File: src/rtl/xadc_multi_sampler.sv
// Round-robin XADC DRP reader with per-channel box-car averaging.
// Optional hysteresis threshold outputs are built when XADC_SAMPLER_THRESH_EN is defined.
module xadc_multi_sampler #(
    parameter int NUM_CH    = 2,
    parameter int AUX_FIRST = 6,
    parameter int AVG_LOG2  = 4,
    parameter int TIMEOUT   = 255
) (
    input  logic                   CLK,
    input  logic                   RST_N,
    input  logic                   eoc_in,
    output logic [6:0]             drp_daddr,
    output logic                   drp_den,
    output logic                   drp_dwe,
    output logic [15:0]            drp_di,
    input  logic                   drp_drdy,
    input  logic [15:0]            drp_do,
    output logic [12*NUM_CH-1:0]   sample_out,
    output logic [NUM_CH-1:0]      sample_valid,
    output logic                   busy,
    output logic                   err
`ifdef XADC_SAMPLER_THRESH_EN
    ,
    input  logic [11:0]            thresh_hi,
    input  logic [11:0]            thresh_lo,
    output logic [NUM_CH-1:0]      over
`endif
);

    localparam int PW = (NUM_CH > 1) ? $clog2(NUM_CH) : 1;
    localparam int AW = 12 + AVG_LOG2;
    localparam int CW = (AVG_LOG2 > 0) ? AVG_LOG2 : 1;
    localparam int TW = (TIMEOUT > 1) ? $clog2(TIMEOUT + 1) : 1;
    localparam logic [CW-1:0] CNT_LAST  = CW'((1 << AVG_LOG2) - 1);
    localparam logic [6:0]    BASE_ADDR = 7'(16 + AUX_FIRST);
    localparam logic [TW-1:0] TIMER_END = TW'(TIMEOUT - 1);

    typedef enum logic [1:0] {
        S_IDLE = 2'd0,
        S_REQ  = 2'd1,
        S_WAIT = 2'd2,
        S_ACC  = 2'd3
    } state_t;

    state_t                state_q, state_d;
    logic [PW-1:0]         ptr_q, ptr_d;
    logic                  pend_q, pend_d;
    logic                  err_q, err_d;
    logic [TW-1:0]         timer_q, timer_d;
    logic [11:0]           smp_q, smp_d;
    logic [AW-1:0]         acc_q [NUM_CH];
    logic [AW-1:0]         acc_d [NUM_CH];
    logic [CW-1:0]         cnt_q [NUM_CH];
    logic [CW-1:0]         cnt_d [NUM_CH];
    logic [12*NUM_CH-1:0]  sample_q, sample_d;
    logic [NUM_CH-1:0]     valid_q, valid_d;
    logic                  den_q, den_d;
    logic [6:0]            daddr_q, daddr_d;
    logic                  busy_q, busy_d;
`ifdef XADC_SAMPLER_THRESH_EN
    logic [NUM_CH-1:0]     over_q, over_d;
`endif

    logic [AW-1:0]         acc_sel_s;
    logic [CW-1:0]         cnt_sel_s;
    logic [AW-1:0]         sum_s;
    logic [11:0]           avg_s;
    logic                  unused_s;

    // The low nibble of the DRP word carries no conversion data.
    assign unused_s = ^drp_do[3:0];

    // Select the accumulator and count of the channel currently being served.
    always_comb begin
        acc_sel_s = {AW{1'b0}};
        cnt_sel_s = {CW{1'b0}};
        for (int i = 0; i < NUM_CH; i++) begin
            if (ptr_q == PW'(i)) begin
                acc_sel_s = acc_q[i];
                cnt_sel_s = cnt_q[i];
            end else begin
                acc_sel_s = acc_sel_s;
                cnt_sel_s = cnt_sel_s;
            end
        end
    end

    // Width 12+AVG_LOG2 holds 2^AVG_LOG2 full-scale samples without overflow.
    assign sum_s = acc_sel_s + AW'(smp_q);
    assign avg_s = sum_s[AVG_LOG2 +: 12];

    // Next-state and datapath update for the DRP read sequence.
    always_comb begin
        state_d  = state_q;
        ptr_d    = ptr_q;
        pend_d   = pend_q;
        err_d    = err_q;
        timer_d  = timer_q;
        smp_d    = smp_q;
        acc_d    = acc_q;
        cnt_d    = cnt_q;
        sample_d = sample_q;
        valid_d  = {NUM_CH{1'b0}};
        den_d    = 1'b0;
        daddr_d  = daddr_q;
`ifdef XADC_SAMPLER_THRESH_EN
        over_d   = over_q;
`endif

        // A conversion finishing mid-transaction is queued once; a second one is lost.
        if ((state_q != S_IDLE) && eoc_in) begin
            if (pend_q) begin
                err_d = 1'b1;
            end else begin
                pend_d = 1'b1;
            end
        end else begin
            pend_d = pend_d;
        end

        case (state_q)
            S_IDLE: begin
                if (eoc_in || pend_q) begin
                    state_d = S_REQ;
                    pend_d  = 1'b0;
                    den_d   = 1'b1;
                    daddr_d = BASE_ADDR + 7'(ptr_q);
                end else begin
                    state_d = S_IDLE;
                end
            end
            S_REQ: begin
                state_d = S_WAIT;
                timer_d = {TW{1'b0}};
            end
            S_WAIT: begin
                if (drp_drdy) begin
                    smp_d   = drp_do[15:4];
                    state_d = S_ACC;
                end else if (timer_q >= TIMER_END) begin
                    err_d   = 1'b1;
                    state_d = S_IDLE;
                end else begin
                    timer_d = timer_q + TW'(1);
                end
            end
            S_ACC: begin
                for (int i = 0; i < NUM_CH; i++) begin
                    if (ptr_q == PW'(i)) begin
                        if (cnt_sel_s == CNT_LAST) begin
                            sample_d[12*i +: 12] = avg_s;
                            valid_d[i]           = 1'b1;
                            acc_d[i]             = {AW{1'b0}};
                            cnt_d[i]             = {CW{1'b0}};
`ifdef XADC_SAMPLER_THRESH_EN
                            if (avg_s > thresh_hi) begin
                                over_d[i] = 1'b1;
                            end else if (avg_s < thresh_lo) begin
                                over_d[i] = 1'b0;
                            end else begin
                                over_d[i] = over_q[i];
                            end
`endif
                        end else begin
                            acc_d[i] = sum_s;
                            cnt_d[i] = cnt_q[i] + CW'(1);
                        end
                    end else begin
                        acc_d[i] = acc_d[i];
                    end
                end
                if (ptr_q == PW'(NUM_CH - 1)) begin
                    ptr_d = {PW{1'b0}};
                end else begin
                    ptr_d = ptr_q + PW'(1);
                end
                state_d = S_IDLE;
            end
            default: begin
                state_d = S_IDLE;
            end
        endcase

        busy_d = (state_d != S_IDLE);
    end

    // State and output registers; everything clears on reset.
    always_ff @(posedge CLK or negedge RST_N) begin
        if (!RST_N) begin
            state_q  <= S_IDLE;
            ptr_q    <= {PW{1'b0}};
            pend_q   <= 1'b0;
            err_q    <= 1'b0;
            timer_q  <= {TW{1'b0}};
            smp_q    <= 12'h000;
            sample_q <= {(12*NUM_CH){1'b0}};
            valid_q  <= {NUM_CH{1'b0}};
            den_q    <= 1'b0;
            daddr_q  <= BASE_ADDR;
            busy_q   <= 1'b0;
`ifdef XADC_SAMPLER_THRESH_EN
            over_q   <= {NUM_CH{1'b0}};
`endif
            for (int i = 0; i < NUM_CH; i++) begin
                acc_q[i] <= {AW{1'b0}};
                cnt_q[i] <= {CW{1'b0}};
            end
        end else begin
            state_q  <= state_d;
            ptr_q    <= ptr_d;
            pend_q   <= pend_d;
            err_q    <= err_d;
            timer_q  <= timer_d;
            smp_q    <= smp_d;
            sample_q <= sample_d;
            valid_q  <= valid_d;
            den_q    <= den_d;
            daddr_q  <= daddr_d;
            busy_q   <= busy_d;
`ifdef XADC_SAMPLER_THRESH_EN
            over_q   <= over_d;
`endif
            for (int i = 0; i < NUM_CH; i++) begin
                acc_q[i] <= acc_d[i];
                cnt_q[i] <= cnt_d[i];
            end
        end
    end

    assign drp_daddr    = daddr_q;
    assign drp_den      = den_q;
    assign drp_dwe      = 1'b0;
    assign drp_di       = 16'h0000;
    assign sample_out   = sample_q;
    assign sample_valid = valid_q;
    assign busy         = busy_q;
    assign err          = err_q;
`ifdef XADC_SAMPLER_THRESH_EN
    assign over         = over_q;
`endif

endmodule

File: config.mk
export PLATFORM = sky130hd
export DESIGN_NAME = xadc_multi_sampler
export DESIGN_NICKNAME = d
export VERILOG_FILES = /design/src/rtl/xadc_multi_sampler.sv
export SDC_FILE = /design/constraint.sdc
export NUM_CORES = 1
export LEC_CHECK = 0
export ABC_AREA = 1
export CORE_UTILIZATION = 57
export DETAILED_ROUTE_END_ITERATION = 10
export PLACE_DENSITY = 0.83
export REMOVE_ABC_BUFFERS = 1
export SYNTH_ARGS = -nofsm -noshare
export SYNTH_HDL_FRONTEND = slang
export SYNTH_SLANG_ARGS = --single-unit
File: constraint.sdc
create_clock -name CLK -period 4.3 [get_ports CLK]
set_input_delay 1.29 -clock CLK [delete_from_list [all_inputs] [get_ports CLK]]
set_output_delay 1.29 -clock CLK [all_outputs]
set_load 0.02 [all_outputs]
---- After elaboration in Yosys (flattened, before gate mapping) ----
Cells that the tools add are included.
word-level totals
  logic and storage cells ................. 70
  register bits ........................... 100
  input port bits ......................... 20
operators by class
  bitwise gates (word level) .............. 1
  equality and inequality tests ........... 6
  reductions and logical operators ........ 13
  $add $sub $neg .......................... 6
  order comparisons ....................... 1
  muxes and demuxes ....................... 27
operators by type and width
  cell                                                       number
  two-way mux 16 bit                                         2
  adder 16 x 12 -> 16 bit                                    1
  two-way mux 8 bit                                          2
  one-hot mux 8 bit (2 select lines)                         1
  two-way mux 1 bit                                          15
  two-way mux 4 bit                                          3
  AND reduction 3 bit                                        3
  adder 4 x 1 -> 4 bit (second input constant)               2
  adder 8 x 1 -> 8 bit (second input constant)               1
  greater-or-equal comparator 8 bit (second input constant)  1
  one-hot mux 2 bit (4 select lines)                         1
  AND reduction 2 bit                                        4
  adder 5 x 1 -> 6 bit (first input constant)                1
  two-way mux 2 bit                                          3
  nonzero test 2 bit                                         3
  == test 2 bit (second input constant)                      2
  == test 4 bit (second input constant)                      1
  inequality test 2 bit (second input constant)              2
  == test 2 x 1 -> 1 bit (second input constant)             1
  logical NOT 2 bit                                          1
  adder 1 bit (second input constant)                        1
  logical AND 1 bit                                          1
  logical OR 1 bit                                           1
  NOT 1 bit                                                  1

---- Logic depth before layout (Yosys ltp) ----
Gate-level depths: netlist of run 1.
  depth after elaboration ................. 6
  gate-level depth with buffers ........... 16
  depth with buffers taken out ............ 15

---- Worst setup path before layout of run 1 ----
OpenSTA, ideal clock, no wires.
  kind .................................... reg2reg
  start point ............................. reg ptr_q
  end point ............................... reg acc_q[14] (netlist name)
  buffers on the path ..................... 2
  stages on the path, launching flop included .. 15
  data required time ...................... 4.182 ns
  slack ................................... 2.119 ns
  arrival ................................. 2.064 ns
  library setup time ...................... 0.118 ns
  clock period less this slack ............ 2.181 ns
  path through ............................ dfrtp_1 buf_6 clkbuf_1 nand2_1 o21ai_0 ha_1 fa_1 nand2_1 a21oi_2 nand2_1 nand2_1 nand2_1 nand3b_1 nand3_1 nand2_1
between the ends
  cells in the longest elaborated chain, start to end .. 3
  elaborated cells between the ends (all ways) .. 6
  classes of those cells .................. 1 x add/sub; 1 x eq/ne; 3 x mux; 1 x reduce/logical
ends and longest elaborated chain
  what                                                             line     RTL
  start, declared                                                  46       logic [PW-1:0] ptr_q, ptr_d;
  start signal, assigned                                           191      ptr_q <= {PW{1'b0}};
  start signal, assigned                                           210      ptr_q <= ptr_d;
  two-way mux 16 bit / two-way mux 4 bit (equally long branches)   78       if (ptr_q == PW'(i)) begin
  adder 16 x 12 -> 16 bit / == test 4 bit (equally long branches)  89, 150
  two-way mux 16 bit                                               150      if (cnt_sel_s == CNT_LAST) begin
  end signal, assigned by index                                    205      acc_q[i] <= {AW{1'b0}};
  end signal, assigned by index                                    224      acc_q[i] <= acc_d[i];
  end, declared                                                    51       logic [AW-1:0] acc_q [NUM_CH];
Parallel ways exist; a longest one is shown, timed or not.
A chain may end at the register's enable or synchronous reset.

---- Worst setup path after layout of run 1 ----
  start point ............................. reg sample_q[17] (netlist: sample_out[17])
  end point ............................... out sample_out[17]
RTL lines
  what                    line  RTL
  start, declared         55    logic [12*NUM_CH-1:0] sample_q, sample_d;
  start signal, assigned  196   sample_q <= {(12*NUM_CH){1'b0}};
  start signal, assigned  215   sample_q <= sample_d;
  end, declared           18    output logic [12*NUM_CH-1:0] sample_out,
No word-level cell between the ends.

==> results.py, run 1 <==
metrics = {
    "outcome": {
        "status": "completed",
    },
    "drt": {
        "drt_first_iter_violations": 151,
        "drc": 0,
        "wl_per_cell_um": 14.4,
        "drt_first_pass_iters": 5,
        "via_per_inst": 5.16,
        "antenna_left": 0,
        "met3_length_um": 472,
        "finalWirelength_mm": 11.5,
        "dr.max_layer_used": "met4",
        "drt-met1-wl_mm": 5.00,
        "route.met2.wl_mm": 5.71,
        "num_vias": 4095,
    },
    "synthesis": {
        "synth_area_sq_um": 5100,
        "synth_top_area_share": 0.461,
        "synth_ff_type": "dfrtp_1",
        "synth_area_leaders": "dfrtp_1 46%, nand2_1 17%, nand3_1 4.2%",
        "synth.distinct_cells": 45,
        "yosysMostFrequentCell": "nand2_1",
        "postSynthCellCount": 638,
        "async_reset_ff_frac": 1.00,
        "synth_edf_count": 0,
        "synth-seq-area-share": 0.461,
        "ys_ff_latch": 94,
        "yosys_warnings": 0,
        "synth.avg_cell_area_sq_um": 7.99,
        "yosysTopAreaCell": "dfrtp_1",
        "ys_top_cells_by_count": "236 x nand2_1, 94 x dfrtp_1, 56 x inv_1",
    },
    "floorplan": {
        "die_y_um": 96.6,
        "placementRows": 34,
        "core_area_sq_um": 8680,
        "pin_count": 73,
        "initial_core_util": 0.588,
        "dieWidth_um": 96.6,
        "dieArea_sq_um": 9330,
    },
    "worst_setup_path": {
        "path_max_fanout": 2,
        "worstPathRequired_ns": 3.01,
        "cp_cell_sequence": "clkdlybuf4s50_1",
        "critPathMaxStageDelay_ns": 0.61,
        "slowest_stage": "clkdlybuf4s50_1",
        "worstSetupEndpointType": "primary output",
        "crit_type": "register to primary output",
        "worst_ep_arrival_time_ns": 1.36,
        "path_buf_inv": 1,
        "start_kind": "register",
        "cp_top_family": "buffers and inverters",
    },
    "power_and_ir_drop": {
        "p_leak_nw": 2.99,
        "p_per_area_nw_per_um2": 730,
        "ir_worst_vdd_uv": 276,
        "power_w": 0.00417,
    },
    "clocking": {
        "post_cts_buffers": 0,
        "cts_tree": "done",
        "clk_pin_slew_ns": 0.09,
        "htree_num_levels": 3,
        "cts_hold_buf": 0,
        "root_buffer": "clkbuf_8",
        "postCtsResizedCells": 0,
        "numClockSinks": 94,
        "cts-buffers-inserted": 9,
        "clk_path_buf_depth": 2,
        "insertion_delay_ns": 0.38,
    },
    "timing": {
        "slew_viol_final": 0,
        "setup_viol": 0,
        "finalClockSkew_ns": 0.00891,
        "tightest_slew_ns": 1.04,
        "rsz0062_at_grt": "no",
        "finalCritPeriodShare": 0.616,
        "max_freq_mhz": 378,
        "finalCriticalPeriod_ns": 2.65,
        "slew_headroom": 0.308,
        "setup_tns_ns": 0,
        "finalHoldViolCount": 0,
        "hold_slack_ns": 0.484,
    },
    "grt": {
        "grt_antenna_before_repair": 0,
        "grt_pass1_wl_mm": 18.9,
        "grt_pass1_vias": 4135,
        "grt_max_degree": 82,
        "grt.overflow.total": 0,
        "grt_usage": 0.270,
    },
    "job": {
        "cap_violations": 0,
    },
    "hold_path": {
        "min_path_type": "register to register",
    },
    "finish": {
        "multiInputGateArea_sq_um": 2310,
        "layout-drive-gt1-share": 0.0831,
        "nFillCells": 744,
        "area_growth_pct": 12.0,
        "nets": 719,
        "regArea_sq_um": 2350,
        "utilization": 0.658,
        "diodes": 0,
    },
    "placed_design": {
        "gp_congestion": 0.924,
        "port_buffers": 45,
        "hpwl_mm": 8.35,
    },
}
==> layout by cell type, fill, tap and decap left out, drive strengths merged, types with 2 or more instances in the layout <==
cell           instances
clkdlybuf4s50         44
a22o                   2
nor3                   4
o22ai                  4
o21ai                 39
nor2                  45
clkinv                 3
a21oi                 11
or2                    2
xnor2                  4
inv                   63
nand4                  2
xor2                   7
ha                    16
conb                  23
nand3b                 3
nand3                 49
nand2                246
dfrtp                 94
buf                    6
clkbuf                10
==> per-layer routing <==
metal  vias to the layer above  global-route usage
li1                       2047                   -
met1                      1908               0.325
met2                       115               0.475
met3                        25              0.0477
met4                         0               0.113
met5                         -                   0
==> worst paths after layout <==
check,from,end,slack (ns),depth (start not counted)
max in group asynchronous,RST_N,acc_q[22],2.47,2
worst max register to register,ptr_q,acc_q[28],1.76,9
min in group asynchronous,RST_N,err,1.06,1
worst min register to register,acc_q[26],acc_q[26],0.48,2
worst max-delay path,sample_out[17],sample_out[17],1.65,1
worst min-delay path,acc_q[26],acc_q[26],0.48,2
==> kinds of logic (layout without fill, tap and decap cells) <==
group,Yosys count,after routing,share of synthesized area
adder cells (fa/ha/maj),17,17,0.0432
other,2,23,0.00147
XOR/XNOR,11,11,0.0189
AND/OR/NAND/NOR,353,353,0.303
flip-flops,94,94,0.461
AO/OA/AOI/OAI,61,61,0.0707
buffers and inverters,100,127,0.102
==> final cells by class <==
cell class	instances	area share
sequential	94	0.412
multi-input combinational	465	0.404
timing repair buffer	50	0.0850
inverter	62	0.0412
clock buffer	10	0.0241
tap	108	0.0237
clock inverter	5	0.0101
==> per-stage QoR <==
step	cell area [sq um]	instances	setup slack [ns]
finish	5710	794	1.65
global route	5710	794	1.56
CTS	5710	794	1.64
detailed placement	5520	779	1.30
global placement	5520	779	1.37
floorplan	4900	621	1.95
==> sequential cells by signal (all words and copies together), names as in the netlist <==
signal,count
drp_daddr,1
cnt_q,8
acc_q,32
smp_q,12
drp_den,1
busy,1
timer_q,8
sample_valid,2
sample_out,24
state_q,2
err,1
pend_q,1
ptr_q,1
==> power breakdown <==
part           internal (W)  leakage (nW)  total (W)  switching, W
Sequential          0.00119          1.21    0.00139      0.000201
Combinational      0.000737          1.68    0.00218       0.00144
Clock              0.000283         0.103   0.000600      0.000317
Total               0.00221          2.99    0.00417       0.00196
Power figures use the tool's default switching activity.
==> inputs of run 2 (changes only) <==
--- a/config.mk
+++ b/config.mk
@@ -6,9 +6,9 @@
 export NUM_CORES = 1
 export LEC_CHECK = 0
 export ABC_AREA = 1
-export CORE_UTILIZATION = 57
+export CORE_UTILIZATION = 50
 export DETAILED_ROUTE_END_ITERATION = 10
-export PLACE_DENSITY = 0.83
+export PLACE_DENSITY = 0.77
 export REMOVE_ABC_BUFFERS = 1
 export SYNTH_ARGS = -nofsm -noshare
 export SYNTH_HDL_FRONTEND = slang
==> constraint.sdc (replaced) <==
create_clock -name CLK -period 2.1 [get_ports CLK]
set_input_delay 0.63 -clock CLK [delete_from_list [all_inputs] [get_ports CLK]]
set_output_delay 0.63 -clock CLK [all_outputs]
set_load 0.02 [all_outputs]
==> run 2 against run 1 <==
The run now ends with negative setup slack left. Routed wire length rose by 9.9%. Highest routed layer unchanged. Utilization fell by 0.69 points. Die area rose by 14%. Design area rose by 12%. Combinational power rose to 3.0 times the previous value. Global-route usage fell by 3.0 points.
==> results.py, run 2 (same netlist as run 1, synthesis figures left out) <==
metrics = {
    "outcome": {
        "status": "complete, but fails checks",
        "failed_checks": "negative setup slack",
    },
    "drt": {
        "num_vias": 4471,
        "finalWirelength_mm": 12.6,
        "drc": 0,
        "drt_first_pass_iters": 5,
        "antenna_left": 0,
        "wl_per_cell_um": 14.7,
        "via_per_inst": 5.21,
        "drt_first_iter_violations": 255,
    },
    "worst_setup_path": {
        "crit_type": "register to register",
        "worst_ep_arrival_time_ns": 2.42,
        "worstSetupEndpointType": "register",
        "start_kind": "register",
        "rr_startpoint": "ptr_q",
        "crit_start": "ptr_q",
        "path_max_fanout": 5,
        "worstPathRequired_ns": 2.38,
    },
    "finish": {
        "largest_register": "acc_q",
        "area_growth_pct": 25.4,
        "nets": 757,
        "utilization": 0.651,
        "final_common_cell": "nand2_1",
        "diodes": 0,
        "largest_reg_flops": 32,
        "layout-drive-gt1-share": 0.226,
        "final_cell_mix": "206 x nand2_1, 93 x dfrtp_1, 53 x inv_1",
    },
    "timing": {
        "slew_headroom": 0.579,
        "tightest_slew_ns": 0.631,
        "slew_viol_final": 0,
        "finalClockSkew_ns": 0.0137,
        "rsz0062_at_grt": "yes",
        "finalCriticalPeriod_ns": 2.14,
        "setup_viol": 11,
        "finalCritPeriodShare": 1.02,
        "max_freq_mhz": 466,
        "finalHoldViolCount": 0,
        "fin_ws_ns": -0.0441,
    },
    "clocking": {
        "numClockSinks": 94,
        "insertion_delay_ns": 0.37,
        "cts_tree": "done",
        "root_buffer": "clkbuf_8",
        "clk_pin_slew_ns": 0.09,
        "clk_path_buf_depth": 2,
        "htree_num_levels": 3,
        "cts_hold_buf": 0,
        "cts-buffers-inserted": 9,
    },
    "power_and_ir_drop": {
        "power_switching_w": 0.00485,
        "switching_share": 0.459,
        "clkPwrFrac": 0.109,
        "p_seq_frac": 0.272,
        "p_per_area_nw_per_um2": 1650,
        "ir_worst_vdd_uv": 707,
        "intPower_w": 0.00571,
        "p_leak_nw": 3.23,
        "pwr-share-comb": 0.619,
        "power_w": 0.0106,
    },
    "placed_design": {
        "pre_cts_slack_ns": -0.107,
        "port_buffers": 45,
        "hpwl_mm": 8.48,
        "gp_congestion": 0.979,
    },
    "floorplan": {
        "dieArea_sq_um": 10600,
        "placementRows": 36,
        "initial_core_util": 0.519,
        "pin_count": 73,
        "core_area_sq_um": 9820,
        "die_y_um": 103,
        "dieWidth_um": 103,
    },
    "grt": {
        "grt_pass1_wl_mm": 19.4,
        "grt_pass1_vias": 4233,
        "grt_antenna_before_repair": 0,
        "grt.overflow.total": 0,
        "grt_usage": 0.240,
        "grt_max_degree": 50,
    },
    "hold_path": {
        "min_path_type": "input port to async pin",
    },
    "job": {
        "cap_violations": 0,
    },
}
run 2: changes by cell type in the layout (fill, tap and decap cells not counted), sizes merged:
| cell | delta |
|---|---|
| buf | +38 |
| bufinv | -1 |
| clkbuf | +4 |
| clkinv | -3 |
| clkinvlp | +3 |
| inv | -2 |
run 2: worst max-delay path, stage by stage, from the launching register on:
cell,delay (ns)
dfrtp_2,0.44
buf_6,0.15
o21ai_4,0.06
ha_4,0.17
fa_2,0.42
nand2_4,0.10
a21oi_4,0.07
nand2_2,0.10
nand2_4,0.07
xnor2_1,0.14
buf_4,0.15
o22ai_1,0.17
run 2: metal layers:
layer	wire length [um]	GRT usage	share of wire
met1	5210	0.290	0.41
met2	6430	0.413	0.51
met4	337	0.121	0.027
met3	627	0.0441	0.050
met5	0	0	0
run 2: area by class of cell:
cell class	instances	area [sq um]
fill	814	3420
tap	133	166
clock inverter	2	15.0
inverter	62	244
timing repair buffer	88	795
multi-input combinational	465	2650
sequential	94	2350
clock buffer	14	173
run 2: metrics by stage:
step | hold slack, ns | TNS [ns] | instances | area, sq um
after floorplan | 0.334 | -7.22 | 621 | 4900
after global placement | 0.457 | -0.232 | 830 | 5760
after detailed placement | 0.464 | -1.72 | 830 | 5760
after CTS | 0.153 | -0.00228 | 849 | 6040
after global routing | 0.160 | -3.53 | 858 | 6390
final | 0.150 | -0.174 | 858 | 6390
run 2: power groups by stage:
stage / sequential, W / clock, W / combinational [W]
2_1_floorplan: 0.00292 / 0 / 0.00311
3_3_place_gp: 0.00283 / 0 / 0.00481
3_5_place_dp: 0.00286 / 0 / 0.00498
4_1_cts: 0.00284 / 0.00117 / 0.00527
5_1_grt: 0.00295 / 0.00125 / 0.00709
6_report: 0.00288 / 0.00115 / 0.00653
run 2: repair_timing:
item	in CTS	in global routing
cloned	0	1
setup buffers	3	8
gates resized for setup	21	86
pin swaps	5	48
setup endpoints to repair	40	51
run 2: worst paths after layout:
kind,end,slack (ns),cells after the start
hold / removal,timer_q[3],0.15,1
max in group asynchronous,acc_q[30],1.32,2
setup reg to reg,acc_q[22],-0.04,11
min in group CLK,acc_q[30],0.48,2
setup / recovery,acc_q[22],-0.04,11
hold reg to reg,acc_q[30],0.48,2
